$ cat src/rtl/note_player.sv
// note_player
//   Plays one note at a time. The note is timed in beats, and while it sounds
//   a 22-bit phase accumulator is advanced on codec sample ticks.
//
// Ports
//   clk          in   1   single clock; all logic on its rising edge
//   reset        in   1   synchronous, active-high
//   play         in   1   1 = run, 0 = pause (beat and sample_tick ignored)
//   beat         in   1   one-cycle duration-time strobe
//   sample_tick  in   1   one-cycle strobe at the codec sample rate
//   new_note     in   1   one-cycle strobe; note and duration valid with it
//   note         in   6   note code, 0 = rest
//   duration     in   6   note length in beats
//   note_done    out  1   one-cycle pulse requesting the next note
//   note_active  out  1   high while a non-rest note is sounding
//   cur_note     out  6   latched note code
//   phase        out 22   phase accumulator for the waveform ROM
module note_player (
    input  logic        clk,
    input  logic        reset,
    input  logic        play,
    input  logic        beat,
    input  logic        sample_tick,
    input  logic        new_note,
    input  logic [5:0]  note,
    input  logic [5:0]  duration,
    output logic        note_done,
    output logic        note_active,
    output logic [5:0]  cur_note,
    output logic [21:0] phase
);

    typedef enum logic {IDLE, PLAYING} state_t;

    state_t      state;
    logic [5:0]  beat_cnt;
    logic        ld_p1;      // high in the cycle after a load: step_p1 is stale
    logic [19:0] step_p1;    // registered frequency step for cur_note

    // Frequency step table: 48 kHz sample rate, 2^22 phase range.
    // Note 1 is C2; each group of 12 notes is one octave up (step doubled).
    function automatic logic [19:0] frequency_rom(input logic [5:0] n);
        logic [5:0]  k;
        logic [2:0]  oct;
        logic [3:0]  semi;
        logic [19:0] base;
        k    = n - 6'd1;
        oct  = 3'(k / 6'd12);
        semi = 4'(k % 6'd12);
        case (semi)
            4'd0:    base = 20'd5716;
            4'd1:    base = 20'd6056;
            4'd2:    base = 20'd6416;
            4'd3:    base = 20'd6797;
            4'd4:    base = 20'd7201;
            4'd5:    base = 20'd7629;
            4'd6:    base = 20'd8083;
            4'd7:    base = 20'd8564;
            4'd8:    base = 20'd9073;
            4'd9:    base = 20'd9612;
            4'd10:   base = 20'd10184;
            default: base = 20'd10789;
        endcase
        if (n == 6'd0)
            return 20'd0;
        return base << oct;
    endfunction

    // Stage p1: step lookup, one cycle behind cur_note
    always_ff @(posedge clk) begin
        step_p1 <= frequency_rom(cur_note);
    end

    always_ff @(posedge clk) begin
        if (reset) begin
            state       <= IDLE;
            beat_cnt    <= 6'd0;
            cur_note    <= 6'd0;
            phase       <= 22'd0;
            note_active <= 1'b0;
            note_done   <= 1'b0;
            ld_p1       <= 1'b0;
        end else begin
            note_done <= 1'b0;
            ld_p1     <= new_note;
            if (new_note) begin
                // A load preempts anything in flight, including a same-cycle beat.
                cur_note <= note;
                phase    <= 22'd0;
                beat_cnt <= duration;
                if (duration == 6'd0) begin
                    state       <= IDLE;
                    note_done   <= 1'b1;
                    note_active <= 1'b0;
                end else begin
                    state       <= PLAYING;
                    note_active <= (note != 6'd0);
                end
            end else if (state == PLAYING && play) begin
                // Two cycles after a load the step register holds the new note's step.
                if (sample_tick && cur_note != 6'd0 && !ld_p1)
                    phase <= phase + {2'b00, step_p1};
                if (beat && beat_cnt != 6'd0) begin
                    beat_cnt <= beat_cnt - 6'd1;
                    if (beat_cnt == 6'd1) begin
                        state       <= IDLE;
                        note_done   <= 1'b1;
                        note_active <= 1'b0;
                    end
                end
            end
        end
    end

endmodule

$ cat config.mk
export PLATFORM = sky130hd
export DESIGN_NAME = note_player
export DESIGN_NICKNAME = d
export VERILOG_FILES = /design/src/rtl/note_player.sv
export SDC_FILE = /design/constraint.sdc
export NUM_CORES = 1
export LEC_CHECK = 0
export ABC_CLOCK_PERIOD_IN_PS = 9800
export CORE_AREA = 2 2 93 95
export CTS_CLUSTER_DIAMETER = 60
export DETAILED_ROUTE_END_ITERATION = 16
export DIE_AREA = 0 0 95 97
export PLACE_DENSITY_LB_ADDON = 0.05
export SKIP_LAST_GASP = 1
export SLEW_MARGIN = 10
export SYNTH_ARGS = -nofsm -noshare
export SYNTH_HDL_FRONTEND = slang
export SYNTH_SLANG_ARGS = --single-unit
$ cat constraint.sdc
create_clock -name clk -period 9.8 [get_ports clk]
set_input_delay 0.98 -clock clk [delete_from_list [all_inputs] [get_ports clk]]
set_output_delay 0.98 -clock clk [all_outputs]
set_load 0.02 [all_outputs]
Yosys cells after proc, flatten, opt, wreduce, memory -nomap -nowiden
Memory sizes are Yosys's and may differ from the RTL's. Index checks and enable logic that the tools add are counted. W data, S select, Z words.

Add/sub/neg operators: 3. Bitwise gates (word level): 0. Shifts and indexed selects: 1. Mux-type cells: 18. Eq/ne operators: 1. Reduce and logical (&&, ||, !) cells: 17. $mul: 0. Magnitude comparators: 0. Div/mod/pow operators: 2.

Operators with widths (number): $mux W20 (2); $add A22 B20 Y22 (1); $shl A20 B3 Y20 (1); $mux W6 (3); $reduce_bool A6 Y1 (3); $mux W1 (13); $logic_not A6 Y1 (2); $sub A6 B1 Y6 const B (2); $div A6 B4 Y6 const B (1); $eq A6 B1 Y1 const B (1); $mod A6 B4 Y6 const B (1); $reduce_bool A2 Y1 (3); $logic_and A1 B1 Y1 (4); $reduce_and A2 Y1 (2); $reduce_and A3 Y1 (1); $reduce_or A2 Y1 (1); $logic_not A1 Y1 (1).

Flip-flop bits (word level): 58. Bits in latches: 0. Output and inout port bits: 30. Bits in writable memories: 0. Bits in read-only memories: 224. Word-level logic and storage cells: 51. Bits of input ports: 18. Memories: 1.

Memories: (name not given) (words 16, bits a word 14, rd ports 1, clocked after memory_dff 0, wr ports 0, RTL line 50) `case (semi)`.

Longest topological paths before layout
Depth after elaboration: 5. Depth in mapped cells: 25. Gate-level depth less buffers: 19.

Least setup slack after synthesis
Ideal clock, no wire load.

Path kind: reg-to-reg. From: register cur_note[0]. To: register step_p1[14]. Required time: 9675 ps. Period minus slack after synthesis: 5244 ps. Setup time: 125 ps. Data arrival time: 5119 ps. Slack: 4556 ps. Stages on the path, launching flop included: 24. Buffers on the path: 5. Cell sequence: dfxtp_1 buf_4 inv_1 ha_1 clkbuf_1 clkbuf_1 nand2_1 xnor2_1 ha_1 o31ai_1 buf_2 nand3b_1 clkbuf_1 xnor2_1 ha_1 or3b_2 nor2_1 mux2i_1 nand2_2 nor2_2 a221oi_2 a21oi_1 mux4_2 nor2b_4.

Longest elaborated chain between the ends: 5. Elaborated cells between the ends (all ways): 8. Classes of those cells: 1 x add/sub; 2 x div; 1 x shift; 2 x mux; 1 x reduce/logical; 1 x memory.

Ends and longest elaborated chain: from (decl) (RTL line 29) `output logic [5:0] cur_note,`; from (signal assigned) (RTL line 88) `cur_note <= note;`; $sub A6 B1 Y6 (RTL line 47) `k = n - 6'd1;`; $mod A6 B4 Y6 (RTL line 49) `semi = 4'(k % 6'd12);`; $mem_v2 Z16 W14; $shl A20 B3 Y20 (RTL line 66) `return base << oct;`; $mux W20 (*) (RTL line 66); to (signal assigned) (RTL line 71) `step_p1 <= frequency_rom(cur_note);`; to (decl) (RTL line 38) `logic [19:0] step_p1;`.

Mark *: on every way between the ends. The rest lies on a longest branch, timed or not. A chain may end at the register's enable or synchronous reset.

Worst setup path in the final report
Same ends and word-level chain as after synthesis.

==> results.ini <==
[cells_and_area]
drive_gt1_frac = 0.0676
diodes = 0
final_net_count = 638
fill_cells = 746
instances_no_fill = 697
multi_input_comb_area_sq_mm = 0.00292
final_util = 0.613
syn2layout_area_growth_pct = 16.3
regArea_sq_mm = 0.00116

[worst_setup_path]
start_kind = register
cp_slowest_cell = nand3b_1
crit_family = simple AND/OR/NAND/NOR gates
cp.buffers_inverters = 2
path_class = reg -> reg
path_cells = inv_1 -> ha_1 -> or4b_4 -> nor2_1 -> o31ai_2 -> inv_1 -> ha_1 -> nand3b_1 -> xnor2_1 -> ha_1 -> or3b_2 -> nor2_1 -> mux2i_1 -> and2_1 -> nand2_1 -> o21ai_0 -> nand2_1 -> mux4_2 -> nor2b_4
worstPathRequired_ns = 10.00
crit_fanout = 24
endpoint_kind = register
crit_top_cell = ha_1
cp.arrival_ns = 6.57
slowest_delay_ns = 0.76

[clocking]
clk_pin_slew_worst_paths_ns = 0.07
postCtsHoldBufs = 0
cts-resized-gates = 0
clockBufferDepth = 2
cts_made_buffers = 9
cts_tree = built
ctsHtreeMaxLevel = 3
cts_root_buffer = clkbuf_8
clock-sinks = 58
cts_setup_buffers = 0
clk_latency_ns = 0.33

[sta]
max_clock_freq_mhz = 157
drv_slew = 0
setup_violations = 0
hold_viol_final = 0
timing.setup.tns_ns = 0
post-route-period-util = 0.650
grt_setup_unrepaired = false
tightest_slew_ns = 0.985
skew_ns = 0.0143
slew_headroom = 0.341
post-route-min-period_ns = 6.37

[place]
placedCellCount = 681
dp_hpwl_microns = 8020
io_buffers = 47
place_congestion = 0.890

[synth]
yosysUniqueCellTypes = 75
synth-main-ff-cell = dfxtp_1
avgSynthCellArea_sq_um = 7.71
async_flop_share = 0
syn-num-nets = 607
synth_common_cells = nand2_1, dfxtp_1, a21oi_1
synth_top_area_cell = dfxtp_1
yosys.cell_count.top_type = nand2_1
synth-seq-cells = 58
synth_enable_flop_cells = 0
yosysWarnings = 0
synthCells = 556
yosysSeqAreaShare = 0.271
yosys-top-cells-area = dfxtp_1, ha_1, a21oi_1
netlist.area_leader.share = 0.271
synth_area_sq_mm = 0.00429

[power]
seq_power_share = 0.286
p_leak_uw = 0.00195
p_clk_frac = 0.214
p_int_uw = 594
p_switching_uw = 430
p_per_area_mw_per_mm2 = 205
p_sw_frac = 0.420
combPwrFrac = 0.500
peakVddDrop_uv = 125

[outcome]
run_status = completed

[route]
routed_wl_microns = 10800
vias_per_cell = 5.88
drtIter0Drc = 170
drtAntennaViolNets = 0
wl_per_cell_microns = 15.6
drt_pass1_iterations = 5
num_vias = 4099
drc = 0

[global_routing]
grt_overflow = 0
grt_pass1_wl_microns = 18200
antenna_found_initial = 0
grt_max_degree = 25
grt_pass1_vias = 3822
grt.total_usage = 0.244

[die]
start_util = 0.527
die_area_sq_mm = 0.00922
chipHeight_microns = 97
ios = 48
dieWidth_microns = 95
core_region_area_sq_mm = 0.00813
rows = 33

[job]
maxCapViolCount = 0

[worst_hold_path]
hp-class = reg -> reg

## layer usage
metal / GRT usage / share of wire / vias to the layer above / routed length (microns)
li1: - / - / 2083 / -
met5: 0 / 0 / - / 0
met1: 0.342 / 0.47 / 1874 / 5140
met2: 0.379 / 0.46 / 122 / 4950
met3: 0.0397 / 0.050 / 20 / 538
met4: 0.0769 / 0.020 / 0 / 212
## flip-flops by register name, indices dropped and copies added, names as in the netlist
signal and count:
phase 22, step_p1 20, beat_cnt 6, cur_note 6
ld_p1 1, note_active 1, note_done 1, state 1
## per-stage QoR
step	instance area (sq um)	hold WS, ns	power [uW]	setup slack (ns)
after floorplan	4290	0.477	686	4.56
after global placement	4790	0.457	797	3.70
after detailed placement	4790	0.465	801	3.53
after CTS	4990	0.475	1020	3.49
after global routing	4990	0.495	1100	2.77
final	4990	0.469	1020	3.43
## power by group through the flow
stage / combinational [uW] / sequential [uW] / clock [uW]
floorplan: 396 / 291 / 0
global placement: 499 / 298 / 0
detailed placement: 503 / 298 / 0
CTS: 506 / 293 / 224
global route: 570 / 297 / 235
finish: 512 / 293 / 219
## worst reg2reg max path: stages, from the launching register on
cell	delay, ns
dfxtp_1	0.69
inv_1	0.29
ha_1	0.51
or4b_4	0.35
nor2_1	0.05
o31ai_2	0.36
inv_1	0.11
ha_1	0.25
nand3b_1	0.76
xnor2_1	0.43
ha_1	0.27
or3b_2	0.15
nor2_1	0.04
mux2i_1	0.25
and2_1	0.50
nand2_1	0.26
o21ai_0	0.27
nand2_1	0.12
mux4_2	0.47
nor2b_4	0.14
## area by class of cell
class | count | area share
sequential | 58 | 0.233
clock buffer | 11 | 0.0283
inverter | 21 | 0.0158
multi-input combinational | 446 | 0.586
timing repair buffer | 51 | 0.100
tap | 105 | 0.0263
clock inverter | 5 | 0.0108
## cell families after synthesis
family	after synthesis	synth area share
AOI/OAI and AO/OA	161	0.245
xor gates and xnor gates	24	0.0490
adders and majority gates	33	0.0980
buffers and inverters	52	0.0493
DFF	58	0.271
muxes	18	0.0452
and+or+nand+nor	210	0.242
## placed cells by master, fill, tap and decap left out, drive strengths merged, types with 7 or more instances in the layout
| master | count |
|---|---|
| xnor2 | 16 |
| a21oi | 57 |
| nand2 | 63 |
| mux2i | 16 |
| dfxtp | 58 |
| nor3 | 20 |
| nand3 | 16 |
| inv | 20 |
| a21o | 7 |
| o211ai | 8 |
| nor2b | 9 |
| clkbuf | 11 |
| a31oi | 10 |
| clkdlybuf4s50 | 47 |
| xor2 | 8 |
| ha | 32 |
| nor2 | 56 |
| o21ai | 25 |
## worst paths after layout
| kind | to | cells past startpoint | slack [ns] | startpoint |
|---|---|---|---|---|
| min reg2reg | note_active | 2 | 0.47 | note_active |
| max reg2reg | step_p1[14] | 19 | 3.43 | cur_note[0] |
| min | note_active | 2 | 0.47 | note_active |
| max | step_p1[14] | 19 | 3.43 | cur_note[0] |
(Power assumes the default switching activity.)
